[config.mk]
export PLATFORM = sky130hd
export DESIGN_NAME = beatmap_note_scheduler_flat
export DESIGN_NICKNAME = d
export VERILOG_FILES = /design/src/rtl/beatmap_note_scheduler_if.sv /design/src/rtl/beatmap_note_scheduler.sv /design/src/flat_wrapper.sv
export SDC_FILE = /design/constraint.sdc
export NUM_CORES = 1
export LEC_CHECK = 0
export CORE_UTILIZATION = 55
export DETAILED_ROUTE_END_ITERATION = 8
export DONT_BUFFER_PORTS = 1
export PLACE_DENSITY = 0.81
export SETUP_SLACK_MARGIN = 0.4
export SLEW_MARGIN = 20
export SYNTH_ARGS = -nofsm -noshare
export SYNTH_HDL_FRONTEND = slang
export SYNTH_SLANG_ARGS = --single-unit
[constraint.sdc]
create_clock -name clk -period 2.6 [get_ports clk]
set_clock_uncertainty 0.15 [all_clocks]
set_input_delay 0.39 -clock clk [delete_from_list [all_inputs] [get_ports clk]]
set_output_delay 0.39 -clock clk [all_outputs]
set_load 0.005 [all_outputs]
[src/rtl/beatmap_note_scheduler_if.sv]
// rtl/beatmap_note_scheduler_if.sv - note handshake between the scheduler and the renderer/hit-judge
// Signals:
//   note_valid  head note available (master -> slave)
//   note_ready  consumer accepts head note (slave -> master)
//   note_lane   lane of head note
//   note_x      raw generator value of head note
//   note_idx    index of head note since start, wraps 255->0
interface beatmap_note_scheduler_if;
  logic       note_valid;
  logic       note_ready;
  logic [2:0] note_lane;
  logic [7:0] note_x;
  logic [7:0] note_idx;

  modport master (
    output note_valid,
    output note_lane,
    output note_x,
    output note_idx,
    input  note_ready
  );

  modport slave (
    input  note_valid,
    input  note_lane,
    input  note_x,
    input  note_idx,
    output note_ready
  );
endinterface

[src/rtl/beatmap_note_scheduler.sv]
// rtl/beatmap_note_scheduler.sv - samples the note stream once per beat tick, validates it and queues lanes for output
// Optional feature macro: BEAT_DEDUP_EN (discard a valid sample repeating the last pushed lane)
// Ports:
//   clk, resetn         clock, asynchronous active-low reset
//   data_en, data       generator qualifier and 8-bit note value
//   start, stop         single-cycle pulses: begin a song / end sampling and drain
//   note (master)       note_valid/note_ready handshake carrying note_lane, note_x, note_idx
//   fifo_count          current queue occupancy (ADDR_W+1 bits)
//   overflow, bad_data  sticky error flags, cleared on start
//   state               00 IDLE, 01 PRIME, 10 RUN, 11 DRAIN
module beatmap_note_scheduler #(
  parameter int DEPTH      = 8,
  parameter int ADDR_W     = 3,
  parameter int PRELOAD    = 4,
  parameter int BASE       = 160,
  parameter int STEP_SHIFT = 2,
  parameter int LANES      = 5,
  parameter int TICK_DIV   = 12500000
) (
  input  logic                     clk,
  input  logic                     resetn,
  input  logic                     data_en,
  input  logic [7:0]               data,
  input  logic                     start,
  input  logic                     stop,
  beatmap_note_scheduler_if.master note,
  output logic [ADDR_W:0]          fifo_count,
  output logic                     overflow,
  output logic                     bad_data,
  output logic [1:0]               state
);

  localparam int CNT_W = (TICK_DIV > 2) ? $clog2(TICK_DIV) : 1;
  localparam int CW    = ADDR_W + 1;

  localparam logic [CNT_W-1:0] TICK_LAST = CNT_W'(TICK_DIV - 1);
  localparam logic [CW-1:0]    DEPTH_C   = CW'(DEPTH);
  localparam logic [CW-1:0]    PRELOAD_C = CW'(PRELOAD);
  localparam logic [7:0]       BASE_C    = 8'(BASE);
  localparam logic [7:0]       STEP_MASK = 8'((1 << STEP_SHIFT) - 1);
  localparam logic [7:0]       LANES_C   = 8'(LANES);

  typedef enum logic [1:0] {
    S_IDLE  = 2'b00,
    S_PRIME = 2'b01,
    S_RUN   = 2'b10,
    S_DRAIN = 2'b11
  } state_t;

  state_t            state_q, state_d;
  logic [CNT_W-1:0]  cnt_q, cnt_d;
  logic [ADDR_W-1:0] wr_ptr_q, wr_ptr_d;
  logic [ADDR_W-1:0] rd_ptr_q, rd_ptr_d;
  logic [CW-1:0]     count_q, count_d;
  logic [7:0]        idx_q, idx_d;
  logic              overflow_q, overflow_d;
  logic              bad_q, bad_d;
  logic [2:0]        lane_mem_q [DEPTH];
  logic [2:0]        lane_mem_d [DEPTH];
  logic [7:0]        x_mem_q [DEPTH];
  logic [7:0]        x_mem_d [DEPTH];

  logic       tick, sample, in_range, dup, full, push, pop, start_go, valid_out;
  logic [7:0] d_off, lane_full;
  logic [2:0] lane;

  // Counter is parked at 0 in IDLE, so the first tick lands TICK_DIV cycles into PRIME.
  assign tick = (state_q != S_IDLE) && (cnt_q == TICK_LAST);

  // stop suppresses the coincident sample so nothing enters the queue once draining begins.
  assign sample = tick && data_en && !stop && ((state_q == S_PRIME) || (state_q == S_RUN));

  assign d_off     = data - BASE_C;
  assign lane_full = d_off >> STEP_SHIFT;
  assign lane      = lane_full[2:0];
  assign in_range  = (data >= BASE_C) && ((d_off & STEP_MASK) == 8'd0) && (lane_full < LANES_C);

  // Fullness is judged on the registered count, before any same-cycle pop.
  assign full      = (count_q == DEPTH_C);
  assign push      = sample && in_range && !dup && !full;
  assign valid_out = ((state_q == S_RUN) || (state_q == S_DRAIN)) && (count_q != '0);
  assign pop       = valid_out && note.note_ready;
  assign start_go  = (state_q == S_IDLE) && start;

`ifdef BEAT_DEDUP_EN
  logic [2:0] last_lane_q, last_lane_d;
  logic       last_vld_q, last_vld_d;

  assign dup = last_vld_q && (last_lane_q == lane);

  always_comb begin
    last_lane_d = last_lane_q;
    last_vld_d  = last_vld_q;
    if (start_go) begin
      last_lane_d = '0;
      last_vld_d  = 1'b0;
    end else if (push) begin
      last_lane_d = lane;
      last_vld_d  = 1'b1;
    end
  end

  always_ff @(posedge clk or negedge resetn) begin
    if (!resetn) begin
      last_lane_q <= '0;
      last_vld_q  <= 1'b0;
    end else begin
      last_lane_q <= last_lane_d;
      last_vld_q  <= last_vld_d;
    end
  end
`else
  assign dup = 1'b0;
`endif

  // State register and datapath flops
  always_ff @(posedge clk or negedge resetn) begin
    if (!resetn) begin
      state_q    <= S_IDLE;
      cnt_q      <= '0;
      wr_ptr_q   <= '0;
      rd_ptr_q   <= '0;
      count_q    <= '0;
      idx_q      <= '0;
      overflow_q <= 1'b0;
      bad_q      <= 1'b0;
      for (int i = 0; i < DEPTH; i++) begin
        lane_mem_q[i] <= '0;
        x_mem_q[i]    <= '0;
      end
    end else begin
      state_q    <= state_d;
      cnt_q      <= cnt_d;
      wr_ptr_q   <= wr_ptr_d;
      rd_ptr_q   <= rd_ptr_d;
      count_q    <= count_d;
      idx_q      <= idx_d;
      overflow_q <= overflow_d;
      bad_q      <= bad_d;
      lane_mem_q <= lane_mem_d;
      x_mem_q    <= x_mem_d;
    end
  end

  // Next-state logic
  always_comb begin
    state_d = state_q;
    case (state_q)
      S_IDLE:  if (start) state_d = S_PRIME;
      S_PRIME: begin
        if (stop) begin
          state_d = S_DRAIN;
        end else if (push && ((count_q + 1'b1) >= PRELOAD_C)) begin
          state_d = S_RUN;
        end
      end
      S_RUN:   if (stop) state_d = S_DRAIN;
      S_DRAIN: if (count_q == '0) state_d = S_IDLE;
      default: state_d = S_IDLE;
    endcase
  end

  // Datapath next values
  always_comb begin
    cnt_d      = cnt_q;
    wr_ptr_d   = wr_ptr_q;
    rd_ptr_d   = rd_ptr_q;
    count_d    = count_q;
    idx_d      = idx_q;
    overflow_d = overflow_q;
    bad_d      = bad_q;
    lane_mem_d = lane_mem_q;
    x_mem_d    = x_mem_q;

    if ((state_q == S_IDLE) || tick) begin
      cnt_d = '0;
    end else begin
      cnt_d = cnt_q + 1'b1;
    end

    if (start_go) begin
      wr_ptr_d   = '0;
      rd_ptr_d   = '0;
      count_d    = '0;
      idx_d      = '0;
      overflow_d = 1'b0;
      bad_d      = 1'b0;
    end else begin
      if (push) begin
        lane_mem_d[wr_ptr_q] = lane;
        x_mem_d[wr_ptr_q]    = data;
        wr_ptr_d             = wr_ptr_q + 1'b1;
      end
      if (pop) begin
        rd_ptr_d = rd_ptr_q + 1'b1;
        idx_d    = idx_q + 1'b1;
      end
      case ({push, pop})
        2'b10:   count_d = count_q + 1'b1;
        2'b01:   count_d = count_q - 1'b1;
        default: count_d = count_q;
      endcase
      if (sample && !in_range) bad_d = 1'b1;
      if (sample && in_range && !dup && full) overflow_d = 1'b1;
    end
  end

  // Outputs; head fields read as zero while the queue is empty
  always_comb begin
    note.note_valid = valid_out;
    note.note_lane  = '0;
    note.note_x     = '0;
    if (count_q != '0) begin
      note.note_lane = lane_mem_q[rd_ptr_q];
      note.note_x    = x_mem_q[rd_ptr_q];
    end
    note.note_idx = idx_q;
    fifo_count    = count_q;
    overflow      = overflow_q;
    bad_data      = bad_q;
    state         = state_q;
  end

endmodule

[src/flat_wrapper.sv]
// flat-port wrapper written by rule: the top's interface ports become plain ports
module beatmap_note_scheduler_flat 
#(
  parameter int DEPTH      = 8,
  parameter int ADDR_W     = 3,
  parameter int PRELOAD    = 4,
  parameter int BASE       = 160,
  parameter int STEP_SHIFT = 2,
  parameter int LANES      = 5,
  parameter int TICK_DIV   = 12500000
)
  (clk, resetn, data_en, data, start, stop, fifo_count, overflow, bad_data, state, note_note_valid, note_note_lane, note_note_x, note_note_idx, note_note_ready);
  beatmap_note_scheduler_if note_i ();
  input  logic clk;
  input  logic resetn;
  input  logic data_en;
  input  logic [7:0] data;
  input  logic start;
  input  logic stop;
  output logic [ADDR_W:0] fifo_count;
  output logic overflow;
  output logic bad_data;
  output logic [1:0] state;
  output wire logic [$bits(note_i.note_valid)-1:0] note_note_valid;
  output wire logic [$bits(note_i.note_lane)-1:0] note_note_lane;
  output wire logic [$bits(note_i.note_x)-1:0] note_note_x;
  output wire logic [$bits(note_i.note_idx)-1:0] note_note_idx;
  input wire logic [$bits(note_i.note_ready)-1:0] note_note_ready;
  assign note_note_valid = note_i.note_valid;
  assign note_note_lane = note_i.note_lane;
  assign note_note_x = note_i.note_x;
  assign note_note_idx = note_i.note_idx;
  assign note_i.note_ready = note_note_ready;
  beatmap_note_scheduler #(.DEPTH(DEPTH), .ADDR_W(ADDR_W), .PRELOAD(PRELOAD), .BASE(BASE), .STEP_SHIFT(STEP_SHIFT), .LANES(LANES), .TICK_DIV(TICK_DIV)) u_core (.clk(clk), .resetn(resetn), .data_en(data_en), .data(data), .start(start), .stop(stop), .note(note_i), .fifo_count(fifo_count), .overflow(overflow), .bad_data(bad_data), .state(state));
endmodule
==> results.tsv, run 1 <==
stage	metric	value	unit
power_and_ir_drop	p_leak	3.135	nW
timing	period_share	100.5	%
logic_synthesis	synth_edf_count	0	
logic_synthesis	synth_most_common_cell	dfrtp_1	
logic_synthesis	synth_top_cell_by_area	dfrtp_1	
critical_path	required	2.71	ns
floorplanning	coreArea	9284	sq um
timing	fin_setup_tns	-0.02173	ns
timing	setup_viol	3	
timing	rsz0062_at_grt	true	
cts	h-tree-depth	3	
logic_synthesis	synth_cell_types	47	
floorplanning	die_h	100.2	microns
timing	relSlewSlack	55.59	%
timing	maxSlewViolCount	0	
run_status	violations	hold timing, setup timing	
timing	timing_hold_violations_final	110	
critical_path	critPathCaptureType	register	
critical_path	rrSetupSlack	-0.01	ns
finish	num_antenna_cells	0	
critical_path	cpLargestDelayFamily	simple AND/OR/NAND/NOR gates	
detailed_routing	drt-wirelength-per-cell	18.59	microns
cts	numCtsBuffers	9	
timing	tightest_slew	0.6662	ns
finish	utilization	70.26	%
detailed_routing	drtAntennaViolNets	0	
finish	drive_gt1_share	34.24	%
critical_path	reg2reg_from	u_core.state[1]	
logic_synthesis	synth_cells	441	
grt	antenna_found_initial	0	
grt	grt_pass1_wl	18400	microns
critical_path	cp_slowest_cell	or4_4	
cts	clk_path_buf_depth	2	
critical_path	worstPathArrival	2.72	ns
logic_synthesis	ys_top_cells_by_area	dfrtp_1 (52%), mux4_2 (6.8%), mux2_2 (5.3%), xor2_1 (4.1%), nor2_1 (4.0%)	
run_status	status	finished, violations left	
timing	fmax	0.3827	GHz
grt	overflow	0	
floorplanning	start_util	57.18	%
floorplanning	num_rows	35	
floorplanning	die_x	100.2	microns
logic_synthesis	syn-num-nets	468	
detailed_routing	remaining_drc_errors	0	
logic_synthesis	synth.cell_area	5309	sq um
place	dp_hpwl	7301	microns
logic_synthesis	synth-main-ff-cell	dfrtp_1	
critical_path	cp_max_fo	5	
timing	min_period	2.613	ns
logic_synthesis	syn_avg_cell_area	12.04	sq um
detailed_routing	via_per_inst	5.747	
logic_synthesis	seq_area_frac_synth	51.85	%
place	dp_worst_setup_slack	-0.1348	ns
power_and_ir_drop	vdd_drop_max	0.0006788	V
power_and_ir_drop	powerDensity	716.2	nW/um^2
finish	final_nets	537	
worst_hold_path	hp-class	input pin to async pin	
grt	grt_max_degree	111	
cts	clk_pin_slew	0.10	ns
detailed_routing	drt-total-wl	11950	microns
critical_path	worstSetupStartpointType	register	
finish	areaGrowthSynthToFinish	22.86	%
logic_synthesis	yosysWarnings	0	
critical_path	critPathBufInv	2	
cts	cts_tree	built	
critical_path	rr_worst_depth	7	
cts	insertion_delay	0.37	ns
power_and_ir_drop	power	4.671	mW
grt	track_usage	24.02	%
logic_synthesis	synth_seq_cells	110	
logic_synthesis	synth_common_cells	dfrtp_1 (110), nor2_1 (57), mux2_2 (25), xor2_1 (25), and2_1 (18)	
critical_path	crit_chain	inv_2, ha_4, nand4bb_4, or4_4, or4b_4, buf_6, mux2_4	
floorplanning	ioPinCount	42	
cts	cts_sinks	110	
place	gp_congestion	0.8049	
floorplanning	die_area	10050	sq um
detailed_routing	dr_total_vias	3695	
critical_path	path_class	register to register	
run	maxCapViolCount	0	
critical_path	slowest_delay	0.55	ns
detailed_routing	drt_iter0_markers	175	
timing	whs	-0.4493	ns
detailed_routing	drt-pass1-iter-count	4	
timing	fin_ws	-0.01334	ns
place	portBuffers	0	
grt	first_global_vias	3712	
logic_synthesis	netlist.area_leader.share	51.85	%
critical_path	rr_endpoint	u_core.x_mem_q[28]	
logic_synthesis	async_reset_ff_share	100.0	%
cts	cts_root_buf	clkbuf_8	
[area by class of cell]
class / count / area (sq um)
Tap cell: 129 / 161.4
Timing Repair Buffer: 77 / 703.2
Clock buffer: 11 / 141.4
Clock inverter: 4 / 47.55
Multi-Input combinational cell: 299 / 2648
Fill cell: 594 / 2761
Inverter: 13 / 66.31
Sequential cell: 110 / 2755
[per-stage QoR]
| step | std cells | cell area (sq um) |
|---|---|---|
| 2_1_floorplan | 441 | 5383 |
| 3_3_place_gp | 606 | 5868 |
| 3_5_place_dp | 606 | 5868 |
| 4_1_cts | 631 | 6281 |
| 5_1_grt | 643 | 6523 |
| 6_report | 643 | 6523 |
[registers in the layout, summed over array words and instances, names as in the netlist]
name and cells:
u_core.bad_data 1, u_core.cnt_q 24, u_core.fifo_count 4, u_core.note.note_idx 8, u_core.overflow 1, u_core.rd_ptr_q 3, u_core.state 2, u_core.wr_ptr_q 3
u_core.x_mem_q 64
[power breakdown]
part	switching [mW]	internal, mW
Sequential	0.153	1.84
Combinational	0.854	0.820
Clock	0.544	0.464
Total	1.55	3.12
[worst max-delay path by stage]
| stage | to | depth (start not counted) | start | slack [ns] |
|---|---|---|---|---|
| after floorplan | u_core.x_mem_q[26] | 8 | data[6] | -0.10 |
| after global placement | u_core.x_mem_q[27] | 8 | data[6] | -0.07 |
| after detailed placement | u_core.x_mem_q[27] | 8 | data[6] | -0.13 |
| after CTS | u_core.x_mem_q[28] | 6 | u_core.cnt_q[7] | -0.002 |
| after global routing | u_core.fifo_count[3] | 12 | u_core.cnt_q[7] | -0.07 |
| final | u_core.x_mem_q[28] | 7 | u_core.state[1] | -0.01 |
[what timing repair did]
action,in CTS,in global routing
hold endpoints to repair,113,115
hold buffers,3,3
gates cloned,1,0
gates resized for setup,28,30
endpoints found under the setup margin,71,89
pin swaps,8,6
setup buffers,6,9
[worst reg2reg max path: cells and delay by family (launching register included)]
family,cells,cell delay (ns)
fa+ha+maj,1,0.29
buf+inv,2,0.21
flops,1,0.38
mux,1,0.30
simple gates,3,1.18
[per-layer routing]
metal | vias to the layer above | track usage (%) | wire length (microns) | part of all wire (%)
met3 | 23 | 7.591 | 589 | 4.9
met1 | 1907 | 29.82 | 4870 | 41
met5 | - | 0 | 0 | 0
met2 | 87 | 40.83 | 6239 | 52
li1 | 1678 | - | - | -
met4 | 0 | 6.243 | 252 | 2.1
[logic make-up after synthesis]
family	after synthesis	synth area share [%]
adder cells (fa/ha/maj)	13	3.064
multiplexers	60	16.43
AO/OA/AOI/OAI	15	1.697
buffers and inverters	32	2.640
AND/OR/NAND/NOR	176	18.55
XOR/XNOR	35	5.774
flip-flops	110	51.85
[cells in the final DEF (no fill, tap or decap), types with 5 or more instances in the layout]
master         count
dfrtp_1          108
nor2_1            53
buf_4             50
xor2_1            25
mux2_2            24
buf_6             18
and2_1            16
mux4_2            16
nand2b_1          15
nand2_1           14
nand3_1           14
nand4_1           13
mux2i_1           11
xnor2_1           10
clkbuf_8          10
mux2_4             9
inv_1              8
nand4b_1           6
ha_1               6
dlygate4sd3_1      6
nor3_1             5
(Power assumes the default switching activity.)
==> inputs of run 2 (changes only) <==
--- a/config.mk
+++ b/config.mk
@@ -6,8 +6,8 @@
 export NUM_CORES = 1
 export LEC_CHECK = 0
-export CORE_UTILIZATION = 55
+export CORE_UTILIZATION = 40
 export DETAILED_ROUTE_END_ITERATION = 8
 export DONT_BUFFER_PORTS = 1
-export PLACE_DENSITY = 0.81
+export PLACE_DENSITY = 0.64
 export SETUP_SLACK_MARGIN = 0.4
 export SLEW_MARGIN = 20
==> constraint.sdc (replaced) <==
create_clock -name clk -period 2.6 [get_ports clk]
set_clock_uncertainty 0.15 [all_clocks]
set_input_delay 0.26 -clock clk [delete_from_list [all_inputs] [get_ports clk]]
set_output_delay 0.26 -clock clk [all_outputs]
set_load 0.005 [all_outputs]
==> run 2 against run 1 <==
Compared with the run above:
- power up 7.4%
- global-route usage down 5.6 points
- sequential share of layout area down 0.51 points
- largest power group unchanged
- the flow still finishes with violations (hold timing, setup timing)
- clock power up 52%
- final area up 1.2%
- setup slack worse by 0.0030 ns
- first-iteration DRC count up 1.7%
- flip-flop and latch count unchanged
- largest cell class unchanged
==> results.tsv, run 2 (synthesis gave the netlist of run 1 again) <==
stage	metric	value	unit
run_status	status	finished, violations left	
run_status	violations	hold timing, setup timing	
detailed_routing	dr_total_vias	3575	
finish	final_nets	536	
finish	largest_register_ff_count	64	
place	postPlaceCellArea	5917	sq um
detailed_routing	drt-total-wl	11080	microns
finish	areaGrowthSynthToFinish	24.37	%
critical_path	critPathCaptureType	register	
finish	num_antenna_cells	0	
cts	cts_tree	built	
grt	overflow	0	
timing	fmax	0.3822	GHz
grt	grt_pass1_wl	18950	microns
timing	fin_ws	-0.01635	ns
cts	cts_sinks	110	
grt	grt_max_degree	111	
place	portBuffers	0	
critical_path	cp_max_fo	7	
timing	relSlewSlack	54.98	%
timing	rsz0062_at_grt	true	
power_and_ir_drop	power	5.016	mW
worst_hold_path	hp-class	input pin to async pin	
finish	utilization	51.69	%
power_and_ir_drop	clockPowerShare	30.6	%
floorplanning	coreArea	12770	sq um
critical_path	worstSetupStartpointType	register	
power_and_ir_drop	powerDensity	759.7	nW/um^2
run	maxCapViolCount	0	
detailed_routing	drtAntennaViolNets	0	
cts	cts_hold_buf	5	
detailed_routing	drt-pass1-iter-count	4	
critical_path	path_class	register to register	
grt	track_usage	18.44	%
grt	antenna_found_initial	0	
timing	maxSlewViolCount	0	
cts	clk_pin_slew	0.08	ns
finish	instances_no_fill	686	
critical_path	worstPathArrival	2.71	ns
floorplanning	die_x	117.2	microns
floorplanning	num_rows	41	
detailed_routing	remaining_drc_errors	0	
timing	min_period	2.616	ns
cts	numCtsBuffers	9	
cts	cts_root_buf	clkbuf_16	
power_and_ir_drop	switching_power	1.554	mW
cts	h-tree-depth	3	
power_and_ir_drop	seqPwrFrac	39.4	%
timing	timing_hold_violations_final	110	
cts	insertion_delay	0.36	ns
place	dp_hpwl	7289	microns
finish	final_common_cell	dfrtp_1	
finish	mostFrequentLayoutCells	dfrtp_1 (108), buf_4 (57), nor2_1 (53)	
floorplanning	die_h	117.2	microns
detailed_routing	drt-wirelength-per-cell	16.15	microns
place	gp_congestion	0.7642	
floorplanning	die_area	13740	sq um
timing	tightest_slew	0.6754	ns
detailed_routing	via_per_inst	5.211	
power_and_ir_drop	vdd_drop_max	0.0005687	V
floorplanning	start_util	41.56	%
place	place_inst	651	
floorplanning	ioPinCount	42	
power_and_ir_drop	p_int	3.462	mW
power_and_ir_drop	p_leak	3.191	nW
power_and_ir_drop	p_sw_share	30.98	%
cts	clk_path_buf_depth	2	
finish	fillers	1095	
critical_path	required	2.69	ns
detailed_routing	drt_iter0_markers	178	
grt	first_global_vias	3733	
place	dp_worst_setup_slack	-0.1648	ns
timing	whs	-0.5537	ns
power_and_ir_drop	combPwrFrac	30.0	%
finish	drive_gt1_share	33.85	%
timing	period_share	100.6	%
finish	regMostFlops	u_core.x_mem_q	
timing	setup_viol	4	
finish	final_cell_area	6603	sq um
-- run 2: cell count changes in the layout (fill, tap and decap cells not counted), sizes merged --
cell,before,now
inv,13,16
clkbuf,12,11
clkinv,2,0
bufinv,1,2
dlygate4sd3,6,5
-- run 2: final cells by class --
type	count	area, sq um	area share [%]
Clock buffer	10	239.0	3.619
Clock inverter	6	98.84	1.497
Tap cell	172	215.2	3.259
Sequential cell	110	2755	41.73
Multi-Input combinational cell	299	2579	39.06
Timing Repair Buffer	76	666.9	10.10
Inverter	13	48.80	0.7391
-- run 2: critical path: stages, from the launching register on --
cell,delay (ns)
dfrtp_1,0.40
nor4b_2,0.32
nand4_2,0.17
or4_4,0.53
or4b_4,0.50
buf_6,0.16
mux2_4,0.29
-- run 2: path summary, 6_finish.rpt --
| path | slack [ns] | from | endpoint | depth (start not counted) |
|---|---|---|---|---|
| setup reg to reg | -0.02 | u_core.cnt_q[16] | u_core.x_mem_q[26] | 6 |
| max in group asynchronous | 2.68 | resetn | u_core.state[0] | 0 |
| hold reg to reg | 0.31 | u_core.x_mem_q[23] | u_core.x_mem_q[23] | 1 |
| hold / removal | -0.55 | resetn | u_core.x_mem_q[2] | 0 |
| min in group clk | 0.07 | data[5] | u_core.bad_data | 3 |
| setup / recovery | -0.02 | u_core.cnt_q[16] | u_core.x_mem_q[26] | 6 |
-- run 2: per-layer routing --
layer	wire length (microns)	share of wire, %	vias up	GRT usage (%)
li1	-	-	1679	-
met1	5148	46	1834	23.80
met4	186	1.7	0	6.329
met3	473	4.3	14	4.995
met5	0	0	-	0
met2	5272	48	48	30.04
-- run 2: power groups by stage --
stage          logic (mW)  registers [mW]  clock network [mW]
6_report             1.51            1.97                1.54
5_1_grt              1.67            1.99                1.64
4_1_cts              1.50            1.98                1.57
3_5_place_dp         1.34            2.00                   0
3_3_place_gp         1.29            1.99                   0
2_1_floorplan       0.871            2.00                   0
-- run 2: metrics by stage --
| stage | hold WS, ns | setup TNS, ns |
|---|---|---|
| floorplan | -0.1856 | -0.4569 |
| global placement | -0.1835 | -0.8895 |
| detailed placement | -0.1829 | -1.189 |
| CTS | -0.5662 | -0.02575 |
| global route | -0.5744 | -0.3041 |
| finish | -0.5537 | -0.06460 |
-- run 2: repair_timing --
| item | 4_1_cts | 5_1_grt |
|---|---|---|
| setup buffers | 10 | 3 |
| hold endpoints to repair | 143 | 110 |
| gates resized for setup | 24 | 15 |
| gates cloned | 1 | 0 |
| setup endpoints to repair | 65 | 89 |
| pin swaps | 9 | 3 |
==> inputs of run 3 (changes only) <==
Settings changed: CELL_PAD_IN_SITES_DETAIL_PLACEMENT set to 1, CELL_PAD_IN_SITES_GLOBAL_PLACEMENT set to 1, CTS_CLUSTER_DIAMETER set to 200, PLACE_DENSITY 0.64 to 0.74.
==> run 3 against run 2 <==
Compared with the run above:
- the flow still finishes with violations (hold timing, setup timing)
- power grew 13%
- setup slack lost 0.039 ns
- flip-flop and latch count is the same
- fmax shrank 1.5%
- sequential power is essentially flat
- register-to-register slack lost 0.04 ns
- critical path depth grew 6
==> results.tsv, run 3 (synthesis gave the netlist of run 1 again) <==
stage	metric	value	unit
power_and_ir_drop	p_sw_share	33.87	%
timing	maxSlewViolCount	0	
detailed_routing	drtAntennaViolNets	0	
detailed_routing	drt-pass1-iter-count	4	
timing	period_share	102.1	%
run	maxCapViolCount	0	
grt	overflow	0	
power_and_ir_drop	vdd_drop_max	0.0007044	V
detailed_routing	via_per_inst	5.399	
detailed_routing	highest_layer	met4	
place	dp_hpwl	8423	microns
timing	setup_viol	6	
timing	min_period	2.656	ns
cts	clk_pin_slew	0.08	ns
finish	final_nets	562	
grt	grt_pass1_wl	23390	microns
power_and_ir_drop	p_int	3.757	mW
place	portBuffers	0	
finish	layout.area.seq	2756	sq um
floorplanning	die_h	117.2	microns
cts	cts_hold_buf	4	
cts	cts_sinks	110	
floorplanning	num_rows	41	
cts	cts_root_buf	clkbuf_16	
critical_path	critPathCaptureType	register	
run_status	status	finished, violations left	
power_and_ir_drop	switching_power	1.924	mW
detailed_routing	route.met3.wl	731	microns
critical_path	path_class	register to register	
critical_path	worstPathArrival	2.72	ns
finish	mostFrequentLayoutCells	dfrtp_1 (107), buf_4 (69), nor2_1 (52)	
timing	relSlewSlack	49.73	%
finish	regMostFlops	u_core.x_mem_q	
detailed_routing	dr_wl_met2	7945	microns
timing	tightest_slew	0.7540	ns
power_and_ir_drop	powerDensity	794.5	nW/um^2
detailed_routing	drt-wirelength-per-cell	21.19	microns
finish	final_common_cell	dfrtp_1	
floorplanning	coreArea	12770	sq um
detailed_routing	drt_iter0_markers	139	
cts	numCtsBuffers	9	
finish	fillers	1291	
timing	rsz0062_at_grt	true	
critical_path	required	2.66	ns
grt	track_usage	23.36	%
timing	fmax	0.3765	GHz
finish	areaGrowthSynthToFinish	34.69	%
place	place_inst	650	
timing	timing_hold_violations_final	110	
finish	num_antenna_cells	0	
grt	first_global_vias	4309	
cts	cts_tree	built	
finish	multi_input_area	2861	sq um
critical_path	worstSetupStartpointType	register	
cts	insertion_delay	0.36	ns
finish	instances_no_fill	712	
detailed_routing	drt-total-wl	15090	microns
grt	grt_max_degree	111	
power_and_ir_drop	combPwrFrac	38.6	%
run_status	violations	hold timing, setup timing	
grt	antenna_found_initial	0	
floorplanning	die_area	13740	sq um
detailed_routing	remaining_drc_errors	0	
finish	largest_register_ff_count	64	
timing	whs	-0.5748	ns
power_and_ir_drop	seqPwrFrac	35.2	%
power_and_ir_drop	clockPowerShare	26.3	%
floorplanning	die_x	117.2	microns
power_and_ir_drop	p_leak	3.445	nW
cts	clk_path_buf_depth	2	
floorplanning	ioPinCount	42	
floorplanning	start_util	41.56	%
power_and_ir_drop	power	5.681	mW
worst_hold_path	hp-class	input pin to async pin	
detailed_routing	dr_total_vias	3844	
critical_path	cp_max_fo	3	
timing	fin_ws	-0.05574	ns
place	gp_congestion	0.8251	
detailed_routing	wl_met1	6085	microns
finish	drive_gt1_share	41.85	%
cts	h-tree-depth	3	
run 3: cell type report:
type	count	share of cell area, %
Clock buffer	9	3.150
Clock inverter	7	1.242
Inverter	13	0.6824
Multi-Input combinational cell	299	40.02
Sequential cell	110	38.55
Tap cell	172	3.010
Timing Repair Buffer	102	13.35
run 3: power by group through the flow:
stage | Sequential (mW) | Combinational, mW | Clock [mW]
finish | 2.00 | 2.19 | 1.49
global route | 2.01 | 2.34 | 1.59
CTS | 1.98 | 1.83 | 1.50
detailed placement | 2.01 | 1.36 | 0
global placement | 2.00 | 1.29 | 0
floorplan | 2.00 | 0.871 | 0
run 3: final timing paths:
check	slack [ns]	depth (start not counted)	endpoint	from
min	-0.57	0	u_core.x_mem_q[1]	resetn
max in group asynchronous	2.69	0	u_core.state[0]	resetn
min reg2reg	0.32	1	u_core.x_mem_q[63]	u_core.x_mem_q[63]
max reg2reg	-0.06	12	u_core.fifo_count[3]	u_core.state[1]
max	-0.06	12	u_core.fifo_count[3]	u_core.state[1]
min in group clk	0.05	3	u_core.wr_ptr_q[1]	start
run 3: stage by stage:
stage	utilization (%)	instance area [sq um]	TNS [ns]	hold WS, ns	setup WS [ns]
finish	55.98	7151	-0.1699	-0.5748	-0.05574
global route	55.98	7151	-1.110	-0.6009	-0.1505
CTS	53.41	6823	-0.1667	-0.5780	-0.03697
detailed placement	46.17	5897	-1.186	-0.1828	-0.1614
global placement	46.17	5897	-0.2915	-0.1830	-0.07314
floorplan	-	5356	-0.4569	-0.1856	-0.05954
run 3: worst max-delay path, cell delays in order (launching register included):
cell and delay (ns):
dfrtp_1 0.38, inv_2 0.07, ha_4 0.28, nand4bb_4 0.11, buf_6 0.13, or3_4 0.34
nor3_4 0.17, inv_2 0.08, ha_4 0.18, nand4b_1 0.19, a21oi_2 0.18, xnor2_1 0.15
nor2_1 0.07
run 3: routing by layer:
| layer | up-vias | GRT usage, % |
|---|---|---|
| li1 | 1726 | - |
| met1 | 2026 | 27.17 |
| met2 | 67 | 39.80 |
| met3 | 25 | 7.621 |
| met4 | 0 | 9.536 |
| met5 | - | 0 |
run 3: what timing repair did:
item	4_1_cts	5_1_grt
setup endpoints to repair	72	88
buffers inserted	17	23
endpoints found under the hold margin	142	110
resized for setup	90	29
cloned	2	0
pin swaps	28	14
